**src/rtl/seq_red_reduce.sv**
```systemverilog
// rtl/seq_red_reduce.sv - multi-cycle OR/AND/XOR/XNOR reduction, chunk bits per cycle
// Valid/ready on both sides; all outputs registered or decoded from state.
module seq_red_reduce #(
  parameter int width = 32,
  parameter int chunk = 8
) (
  input  logic             CLK,
  input  logic             RST,
  input  logic             InValid,
  output logic             InReady,
  input  logic [width-1:0] A,
  input  logic [1:0]       Op,
  output logic             OutValid,
  input  logic             OutReady,
  output logic             Z,
  output logic             Busy
);

  localparam int NBEATS = (width + chunk - 1) / chunk;
  localparam int CW     = (NBEATS > 1) ? $clog2(NBEATS) : 1;
  localparam logic [CW-1:0]    LAST    = CW'(NBEATS - 1);
  localparam logic [width-1:0] ONES    = '1;
  localparam logic [width-1:0] LO_MASK = ONES >> (width - chunk);

  localparam logic [1:0] OP_OR   = 2'b00;
  localparam logic [1:0] OP_AND  = 2'b01;
  localparam logic [1:0] OP_XNOR = 2'b11;

  typedef enum logic [1:0] {S_IDLE, S_RUN, S_DONE} state_t;

  state_t           state_q, state_d;
  logic [CW-1:0]    cnt_q, cnt_d;
  logic [width-1:0] opnd_q, opnd_d;
  logic [1:0]       op_q, op_d;
  logic             acc_q, acc_d;
  logic             z_q, z_d;

  logic [31:0]      base;
  logic [width-1:0] sh;
  logic [width-1:0] valid_mask;
  logic             fold_bit;
  logic             acc_new;

  // Bits past the operand top are masked to the op's identity, so padding never decides the result.
  always_comb begin
    base       = 32'(cnt_q) * 32'(chunk);
    sh         = opnd_q >> base;
    valid_mask = LO_MASK & (ONES >> base);
    fold_bit   = 1'b0;
    acc_new    = 1'b0;
    case (op_q)
      OP_OR: begin
        fold_bit = |(sh & valid_mask);
        acc_new  = acc_q | fold_bit;
      end
      OP_AND: begin
        fold_bit = &(sh | ~valid_mask);
        acc_new  = acc_q & fold_bit;
      end
      default: begin
        fold_bit = ^(sh & valid_mask);
        acc_new  = acc_q ^ fold_bit;
      end
    endcase
  end

  always_comb begin
    state_d = state_q;
    cnt_d   = cnt_q;
    opnd_d  = opnd_q;
    op_d    = op_q;
    acc_d   = acc_q;
    z_d     = z_q;
    case (state_q)
      S_IDLE: begin
        if (InValid) begin
          opnd_d  = A;
          op_d    = Op;
          acc_d   = (Op == OP_AND);
          cnt_d   = '0;
          state_d = S_RUN;
        end
      end
      S_RUN: begin
        acc_d = acc_new;
        cnt_d = cnt_q + 1'b1;
        if (cnt_q == LAST) begin
          z_d     = (op_q == OP_XNOR) ? ~acc_new : acc_new;
          state_d = S_DONE;
        end
      end
      S_DONE: begin
        if (OutReady) begin
          state_d = S_IDLE;
        end
      end
      default: state_d = S_IDLE;
    endcase
  end

  always_ff @(posedge CLK) begin
    if (RST) begin
      state_q <= S_IDLE;
      cnt_q   <= '0;
      opnd_q  <= '0;
      op_q    <= '0;
      acc_q   <= 1'b0;
      z_q     <= 1'b0;
    end else begin
      state_q <= state_d;
      cnt_q   <= cnt_d;
      opnd_q  <= opnd_d;
      op_q    <= op_d;
      acc_q   <= acc_d;
      z_q     <= z_d;
    end
  end

  assign InReady  = (state_q == S_IDLE);
  assign OutValid = (state_q == S_DONE);
  assign Busy     = (state_q != S_IDLE);
  assign Z        = z_q;

endmodule

```
**config.mk**
```make
export PLATFORM = sky130hd
export DESIGN_NAME = seq_red_reduce
export DESIGN_NICKNAME = d
export VERILOG_FILES = /design/src/rtl/seq_red_reduce.sv
export SDC_FILE = /design/constraint.sdc
export NUM_CORES = 1
export LEC_CHECK = 0
export ABC_AREA = 1
export CORE_ASPECT_RATIO = 1.5
export CORE_MARGIN = 2
export CORE_UTILIZATION = 42
export DETAILED_ROUTE_END_ITERATION = 12
export PLACE_DENSITY = 0.66
export SLEW_MARGIN = 20
export SYNTH_ARGS = -nofsm -noshare
export SYNTH_HDL_FRONTEND = slang
export SYNTH_SLANG_ARGS = --single-unit
```
**constraint.sdc**
```tcl
create_clock -name CLK -period 2.2 [get_ports CLK]
set_input_delay 0.44 -clock CLK [delete_from_list [all_inputs] [get_ports CLK]]
set_output_delay 0.44 -clock CLK [all_outputs]
set_load 0.02 [all_outputs]
```
==> impl_metrics.env, run 1 <==
export IMPL_outcome="finished clean"
export IMPL_cts_root_buffer="clkbuf_8"
export IMPL_hpwlAfterDp_mm=3.321
export IMPL_portBuffers=41
export IMPL_drc=0
export IMPL_p_per_area_nw_per_um2=656.9
export IMPL_grt_overflow_total=0
export IMPL_core_area_um2=4504
export IMPL_cp_top_family="simple AND/OR/NAND/NOR gates"
export IMPL_cts_sinks=40
export IMPL_std_cell_rows=30
export IMPL_nets=370
export IMPL_syn_area_um2=1962
export IMPL_holdBufCountCts=0
export IMPL_grt_usage_pct=18.70
export IMPL_crit_top_cell="nand2_1"
export IMPL_ys_ff_latch=40
export IMPL_drv_cap=0
export IMPL_max_freq_mhz=488.3
export IMPL_hold_viol=0
export IMPL_wl_mm=4.504
export IMPL_p_leak_nw=1.096
export IMPL_timing_final_crit_period_ns=2.048
export IMPL_crit_chain="clkinvlp_4 -> buf_6 -> a21oi_2 -> a32oi_1 -> inv_1 -> ha_4 -> inv_2 -> nand2_1 -> nand3_1 -> nand2_1 -> nand2_1 -> nand3_2 -> nand3_2 -> nand2_2 -> nor2_2 -> nor2_1"
export IMPL_irDropWorstVdd_v=0.0003613
export IMPL_initial_core_util_pct=43.56
export IMPL_synth_distinct_cells=21
export IMPL_crit_fanout=8
export IMPL_wl_met3_um=123
export IMPL_grt_max_degree=24
export IMPL_netlist_instances=272
export IMPL_io_pins=42
export IMPL_vias_per_cell=5.038
export IMPL_dr_total_vias=1859
export IMPL_whs_ns=0.4846
export IMPL_grt_antenna_before_repair=0
export IMPL_required_ns=2.38
export IMPL_wl_met1_mm=1.808
export IMPL_cts_tree="built"
export IMPL_gp_congestion=0.8154
export IMPL_avgSynthCellArea_um2=7.213
export IMPL_final_cells=369
export IMPL_ant_nets=0
export IMPL_numCtsBuffers=5
export IMPL_fp_dieArea_um2=5245
export IMPL_fin_skew_ns=0.005121
export IMPL_timing_setup_tns_ns=0
export IMPL_drtIter0Drc=46
export IMPL_setup_viol=0
export IMPL_worstMarginPinSlew_ns=0.2356
export IMPL_fillerInstances=436
export IMPL_drtPass1Iterations=4
export IMPL_grt_pass1_vias=1690
export IMPL_crit_arrival_ns=2.23
export IMPL_end_kind="flip-flop"
export IMPL_clkTransAtPathRegs_ns=0.07
export IMPL_slowest_delay_ns=0.39
export IMPL_layout_area_seq_um2=808.3
export IMPL_drive_above_1_share_pct=16.20
export IMPL_yosysSeqAreaShare_pct=40.82
export IMPL_path_class="reg2reg"
export IMPL_fp_dieH_um=87.71
export IMPL_clockBufferDepth=2
export IMPL_critPathBufInv=4
export IMPL_place_inst=359
export IMPL_multi_input_area_um2=1096
export IMPL_area_growth_pct=36.35
export IMPL_final_max_slew_viol_count=0
export IMPL_relSlewSlack_pct=84.29
export IMPL_critPathLaunchType="flip-flop"
export IMPL_hold_class="reg2reg"
export IMPL_die_w_um=59.81
export IMPL_syn_nets=319
export IMPL_insertion_delay_ns=0.29
export IMPL_wl_met2_mm=2.383
export IMPL_cp_slowest_cell="dfxtp_4"
export IMPL_antenna_cells=0
export IMPL_ys_warn_count=0
export IMPL_wl_per_cell_um=12.21
export IMPL_period_share_pct=93.09
export IMPL_grt_pass1_wl_mm=7.334
export IMPL_ctsHtreeMaxLevel=2
export IMPL_top_layer="met4"
==> area by class of cell <==
class | count | share of cell area, %
repair inverters | 1 | 0.2806
multi-input cells | 195 | 40.97
repair buffers | 56 | 19.83
clock buffers | 5 | 2.572
flip-flops and latches | 40 | 30.22
well taps | 48 | 2.245
inverters | 24 | 3.882
==> sequential cells by signal, summed over array words and instances, names as in the netlist <==
name     flops
acc_q        1
cnt_q        2
op_q         2
opnd_q      32
state_q      2
Z            1
==> path summary, 6_finish.rpt <==
kind / cells after the start / startpoint / slack [ns] / to
setup / recovery: 16 / cnt_q[1] / 0.15 / Z
hold / removal: 2 / opnd_q[23] / 0.48 / opnd_q[23]
hold reg to reg: 2 / opnd_q[23] / 0.48 / opnd_q[23]
setup reg to reg: 16 / cnt_q[1] / 0.15 / Z
==> per-stage QoR <==
stage / instance area, µm² / total power [mW] / utilization [%] / setup WS, ns
5_1_grt: 2675 / 1.885 / 59.39 / -0.02933
6_report: 2675 / 1.757 / 59.39 / 0.1520
3_3_place_gp: 2426 / 1.264 / 53.86 / 0.08044
2_1_floorplan: 1962 / 1.121 / - / 0.1860
4_1_cts: 2495 / 1.701 / 55.39 / 0.02957
3_5_place_dp: 2426 / 1.270 / 53.86 / 0.04438
==> per-layer routing <==
layer | up-vias | track usage [%]
li1 | 976 | -
met1 | 836 | 20.86
met2 | 34 | 31.82
met3 | 13 | 3.988
met4 | 0 | 10.91
met5 | - | 0
==> logic make-up (layout without fill, tap and decap cells) <==
| logic type | count (synthesis) | count (layout) | share of synthesized area [%] |
|---|---|---|---|
| and+or+nand+nor | 127 | 127 | 26.91 |
| AOI/OAI and AO/OA | 59 | 59 | 17.28 |
| DFF | 40 | 40 | 40.82 |
| buffers and inverters | 37 | 86 | 9.248 |
| adders and majority gates | 9 | 9 | 5.740 |
==> power by group <==
part | internal, mW | switching [mW] | leakage [nW]
registers | 0.786 | 0.0454 | 0.332
logic | 0.242 | 0.256 | 0.727
clock network | 0.204 | 0.223 | 0.0359
==> cell usage in the layout (no fill, tap or decap), types with 5 or more instances in the layout <==
cell type / instances
buf_4: 13
ha_1: 6
a21oi_1: 13
o21ai_0: 34
nand2_1: 40
clkbuf_8: 5
dfxtp_1: 38
inv_1: 18
a32oi_2: 7
clkdlybuf4s50_1: 41
nor2_1: 70
==> worst register-to-register path, delay by kind of cell (launching register included) <==
| family | cells | cell delay, ns |
|---|---|---|
| AOI/OAI and AO/OA | 2 | 0.17 |
| DFF | 1 | 0.39 |
| buffers and inverters | 4 | 0.57 |
| and+or+nand+nor | 9 | 0.59 |
| adders and majority gates | 1 | 0.23 |
==> repair_timing <==
action | CTS | global route
setup buffers | 0 | 4
gates resized for setup | 0 | 30
endpoints found under the setup margin | 0 | 2
==> cell usage after synthesis (all sizes together) <==
library cell,number,area share (%)
clkbuf,3,0.57
nand3,5,1.3
a32oi,9,4.0
a21oi,14,3.6
o21a,1,0.38
a211oi,1,0.64
nor2,76,16
nand4,2,0.64
buf,10,4.0
o21ai,34,8.7
dfxtp,40,41
inv,24,4.7
nand2,42,8.4
nor3,2,0.51
ha,9,5.7
(Power assumes the default switching activity.)
==> run 2, diff against run 1 <==
CAP_MARGIN = 20   (was default)
CORE_ASPECT_RATIO = 1.75   (was 1.5)
==> impl_metrics.env, run 2 (synthesized netlist as in run 1, its figures left out) <==
export IMPL_finalPower_mw=1.810
export IMPL_worstMarginPinSlew_ns=0.7723
export IMPL_ant_nets=0
export IMPL_cts_root_buffer="clkbuf_8"
export IMPL_min_delay_start="opnd_q[23]"
export IMPL_wl_mm=4.685
export IMPL_layout_common_cells="nor2_1, nand2_1, clkdlybuf4s50_1"
export IMPL_whs_endpoint="opnd_q[23]"
export IMPL_vias_per_cell=5.043
export IMPL_fin_skew_ns=0.005483
export IMPL_wl_per_cell_um=12.73
export IMPL_outcome="finished clean"
export IMPL_timing_final_crit_period_ns=2.100
export IMPL_cts_tree="built"
export IMPL_grt_overflow_total=0
export IMPL_core_area_um2=4444
export IMPL_r2r_slack_ns=0.10
export IMPL_p_leak_nw=1.069
export IMPL_drtPass1Iterations=4
export IMPL_holdBufCountCts=0
export IMPL_drc=0
export IMPL_final_max_slew_viol_count=0
export IMPL_die_w_um=55.67
export IMPL_std_cell_rows=32
export IMPL_critPathLaunchType="flip-flop"
export IMPL_nets=363
export IMPL_end_kind="flip-flop"
export IMPL_path_class="reg2reg"
export IMPL_clkTransAtPathRegs_ns=0.07
export IMPL_place_area_um2=2377
export IMPL_hpwlAfterDp_mm=3.266
export IMPL_relSlewSlack_pct=48.46
export IMPL_whs_path_depth=2
export IMPL_period_share_pct=95.44
export IMPL_crit_arrival_ns=2.29
export IMPL_irDropWorstVdd_v=0.0004691
export IMPL_numCtsBuffers=5
export IMPL_wl_met1_mm=1.754
export IMPL_top_layer="met4"
export IMPL_io_pins=42
export IMPL_fp_dieArea_um2=5255
export IMPL_portBuffers=41
export IMPL_antenna_cells=0
export IMPL_fillerInstances=417
export IMPL_crit_fanout=8
export IMPL_setup_viol=0
export IMPL_drive_above_1_share_pct=12.93
export IMPL_wl_met3_um=149
export IMPL_final_common_cell="nor2_1"
export IMPL_post_route_cell_area_um2=2623
export IMPL_gp_congestion=0.8776
export IMPL_ctsHtreeMaxLevel=2
export IMPL_area_growth_pct=33.67
export IMPL_grt_antenna_before_repair=0
export IMPL_grt_usage_pct=17.97
export IMPL_hold_class="reg2reg"
export IMPL_grt_pass1_vias=1717
export IMPL_hold_viol=0
export IMPL_drv_cap=0
export IMPL_drtIter0Drc=42
export IMPL_final_util_pct=59.01
export IMPL_wl_met2_mm=2.623
export IMPL_clockBufferDepth=2
export IMPL_whs_ns=0.4888
export IMPL_timing_rr_start="cnt_q[1]"
export IMPL_fp_dieH_um=94.41
export IMPL_max_freq_mhz=476.3
export IMPL_largest_reg_flops=32
export IMPL_dr_total_vias=1856
export IMPL_required_ns=2.39
export IMPL_insertion_delay_ns=0.29
export IMPL_reg2reg_depth=14
export IMPL_initial_core_util_pct=44.14
export IMPL_place_inst=355
export IMPL_grt_max_degree=36
export IMPL_rr_endpoint="Z"
export IMPL_cts_sinks=40
export IMPL_final_cells=368
export IMPL_top_register="opnd_q"
export IMPL_grt_pass1_wl_mm=7.348
export IMPL_p_per_area_nw_per_um2=690.2
-- run 2: routing by layer --
metal,track usage [%],vias to the layer above
met5,0,-
met4,8.537,0
met3,3.699,15
met2,34.52,37
met1,18.10,837
li1,-,967
-- run 2: area by class of cell --
cell class | instances | area (µm²) | share of cell area (%)
multi-input combinational | 195 | 1077 | 41.08
clock buffer | 8 | 90.09 | 3.435
sequential | 40 | 808.3 | 30.82
tap | 51 | 63.81 | 2.433
timing repair buffer | 49 | 474.2 | 18.08
timing repair inverter | 1 | 7.507 | 0.2863
inverter | 24 | 101.3 | 3.864
-- run 2: how the worst max path moves through the flow --
stage                  start  end  slack [ns]  cells past startpoint
floorplan           cnt_q[0]    Z        0.19                     17
global placement    cnt_q[0]    Z        0.07                     15
detailed placement  cnt_q[0]    Z      -0.003                     15
CTS                 cnt_q[0]    Z        0.04                     15
global route        cnt_q[1]    Z       -0.06                     14
finish              cnt_q[1]    Z        0.10                     14
-- run 2: metrics by stage --
stage | setup TNS [ns] | worst slack (ns)
after global routing | -0.1091 | -0.06362
final | 0 | 0.1004
after floorplan | 0 | 0.1860
after global placement | 0 | 0.06934
after detailed placement | -0.002667 | -0.002667
after CTS | 0 | 0.04137
-- run 2: report_power, final --
| group | switching, mW | leakage (nW) | internal (mW) |
|---|---|---|---|
| Combinational | 0.250 | 0.691 | 0.226 |
| Sequential | 0.0478 | 0.332 | 0.785 |
| Clock | 0.245 | 0.0455 | 0.256 |
-- run 2: repair_timing --
action / in CTS / in global routing
endpoints found under the setup margin: 1 / 2
resized for setup: 4 / 20
buffers inserted: 0 / 4
cloned: 1 / 0
pin swaps: 0 / 7
-- run 2: critical path, cell delays in order (launching register included) --
cell and delay [ns]:
dfxtp_4 0.39, clkinvlp_4 0.23, a32oi_2 0.32, inv_1 0.08, ha_1 0.30, nand2_1 0.09, inv_2 0.04, nor2_2 0.09
inv_1 0.05, nand2_1 0.07, nand3_2 0.09, nand3_2 0.07, nand2_1 0.04, nor2_1 0.08, nor2_1 0.05
==> run 3, diff against run 2 <==
ABC_AREA = default   (was 1)
PLACE_DENSITY = 0.67   (was 0.66)
==> impl_metrics.env, run 3 <==
export IMPL_intPower_mw=1.205
export IMPL_netlist_instances=218
export IMPL_clkTransAtPathRegs_ns=0.08
export IMPL_pre_cts_ws_ns=-0.1620
export IMPL_max_freq_mhz=431.5
export IMPL_drtIter0Drc=22
export IMPL_die_w_um=54.03
export IMPL_switching_share_pct=26.59
export IMPL_outcome="finished, violations left"
export IMPL_timing_final_crit_period_ns=2.317
export IMPL_syn_nets=265
export IMPL_synth_top_area_share_pct=43.54
export IMPL_setup_viol=1
export IMPL_layout_common_cells="nand2_1, clkdlybuf4s50_1, dfxtp_1"
export IMPL_grt_pass1_wl_mm=6.617
export IMPL_area_growth_pct=35.65
export IMPL_portBuffers=41
export IMPL_core_area_um2=4189
export IMPL_synth_top_cells_by_count="nand2_1, dfxtp_1, a21oi_1"
export IMPL_irDropWorstVdd_v=0.0005095
export IMPL_finalPower_mw=1.641
export IMPL_relSlewSlack_pct=79.42
export IMPL_p_comb_share_pct=20.1
export IMPL_synthArstFlopShare_pct=0
export IMPL_gp_congestion=0.7998
export IMPL_clockBufferDepth=2
export IMPL_path_class="reg2reg"
export IMPL_grt_setup_unrepaired="yes"
export IMPL_fp_dieH_um=91.54
export IMPL_fin_skew_ns=0.003393
export IMPL_min_delay_start="opnd_q[22]"
export IMPL_cts_root_buffer="clkbuf_8"
export IMPL_ctsHtreeMaxLevel=2
export IMPL_crit_arrival_ns=2.50
export IMPL_drive_above_1_share_pct=12.73
export IMPL_ys_ff_latch=40
export IMPL_p_per_area_nw_per_um2=657.7
export IMPL_wl_per_cell_um=12.49
export IMPL_cts_sinks=40
export IMPL_yosysTopAreaCell="dfxtp_1"
export IMPL_numCtsBuffers=5
export IMPL_grt_max_degree=41
export IMPL_final_max_slew_viol_count=0
export IMPL_drc=0
export IMPL_grt_overflow_total=0
export IMPL_critPathLaunchType="flip-flop"
export IMPL_worst_slack_ns=-0.1173
export IMPL_hold_viol=0
export IMPL_yosysSeqAreaShare_pct=43.54
export IMPL_crit_path_start="cnt_q[1]"
export IMPL_synth_distinct_cells=24
export IMPL_grt_antenna_before_repair=0
export IMPL_period_share_pct=105.3
export IMPL_insertion_delay_ns=0.29
export IMPL_final_cells=316
export IMPL_ys_top_cells_by_area="dfxtp_1, nand2_1, a21oi_1, mux4_2, ha_1"
export IMPL_nets=313
export IMPL_dr_total_vias=1600
export IMPL_ant_nets=0
export IMPL_fillerInstances=390
export IMPL_ys_warn_count=0
export IMPL_required_ns=2.38
export IMPL_hold_class="reg2reg"
export IMPL_largest_reg_flops=32
export IMPL_crit_fanout=4
export IMPL_violations="negative setup slack"
export IMPL_cts_tree="built"
export IMPL_timing_rr_start="cnt_q[1]"
export IMPL_std_cell_rows=31
export IMPL_antenna_cells=0
export IMPL_synth_edf_count=0
export IMPL_end_kind="flip-flop"
export IMPL_worstMarginPinSlew_ns=0.3079
export IMPL_drv_cap=0
export IMPL_top_register="opnd_q"
export IMPL_cts_setup_buffers=0
export IMPL_switchingPower_mw=0.4363
export IMPL_syn_area_um2=1839
export IMPL_r2r_slack_ns=-0.12
export IMPL_drtPass1Iterations=4
export IMPL_avgSynthCellArea_um2=8.437
export IMPL_final_common_cell="nand2_1"
export IMPL_initial_core_util_pct=43.91
export IMPL_vias_per_cell=5.063
export IMPL_p_seq_share_pct=48.6
export IMPL_holdBufCountCts=0
export IMPL_p_leak_nw=0.9684
export IMPL_io_pins=42
export IMPL_wl_mm=3.946
export IMPL_grt_usage_pct=18.00
export IMPL_synthFlopType="dfxtp_1"
export IMPL_yosysMostFrequentCell="nand2_1"
export IMPL_fp_dieArea_um2=4945
export IMPL_place_inst=308
export IMPL_whs_ns=0.4553
export IMPL_clkPwrFrac_pct=31.4
export IMPL_grt_pass1_vias=1494
export IMPL_hpwlAfterDp_mm=3.060
run 3: changes by cell type in the layout (fill, tap and decap cells not counted), sizes merged, moves of 9 or more:
cell,previous run,this run
nor2,76,9
o21ai,34,0
nand2,42,74
a21oi,14,38
inv,23,11
a32oi,9,0
run 3: what timing repair did:
action	4_1_cts	5_1_grt
hold endpoints to repair	0	0
gates resized for setup	5	1
endpoints found under the setup margin	2	2
pin swaps	1	0
run 3: worst paths after layout:
kind | cells after the start | end
max | 7 | Z
max reg2reg | 7 | Z
min | 2 | opnd_q[22]
min reg2reg | 2 | opnd_q[22]
run 3: kinds of logic (layout without fill, tap and decap cells):
kind of cell / count (synthesis) / count (layout) / synth area share [%]
adders and majority gates: 9 / 9 / 6.123
xor gates and xnor gates: 3 / 3 / 2.177
muxes: 8 / 8 / 9.796
and+or+nand+nor: 90 / 90 / 19.59
DFF: 40 / 40 / 43.54
AOI/OAI and AO/OA: 45 / 45 / 13.88
buffers and inverters: 23 / 72 / 4.898
run 3: metal layers:
metal	track usage, %	wire length, µm	vias up
met5	0	0	-
met4	6.875	70	0
met3	3.454	145	5
met2	30.79	2126	29
met1	21.13	1603	743
li1	-	-	823
run 3: power groups by stage:
stage,registers (mW),logic (mW),clock network (mW)
2_1_floorplan,0.802,0.193,0
3_3_place_gp,0.813,0.316,0
3_5_place_dp,0.815,0.323,0
4_1_cts,0.797,0.330,0.524
5_1_grt,0.804,0.364,0.558
6_report,0.797,0.329,0.515
run 3: worst max-delay path, cell delays in order (launching register included):
cell and delay (ns):
dfxtp_4 0.38, mux4_2 0.54, inv_2 0.09, ha_4 0.19
xnor3_1 0.35, xnor2_1 0.16, a2111o_1 0.37, o311a_1 0.13
run 3: cell type report:
type	count	area [µm²]	share of cell area (%)
well taps	49	61.31	2.457
flip-flops and latches	40	804.5	32.25
inverters	11	41.29	1.655
multi-input cells	155	973.4	39.02
repair buffers	53	516.7	20.71
clock inverters	2	15.01	0.6018
clock buffers	6	82.58	3.310
run 3: stage by stage:
stage,utilization [%],area [µm²],setup TNS (ns)
6_report,59.56,2495,-0.1173
5_1_grt,59.56,2495,-0.2543
4_1_cts,59.41,2489,-0.1252
3_5_place_dp,56.63,2372,-0.1620
3_3_place_gp,56.63,2372,-0.07358
2_1_floorplan,-,1847,-0.1281
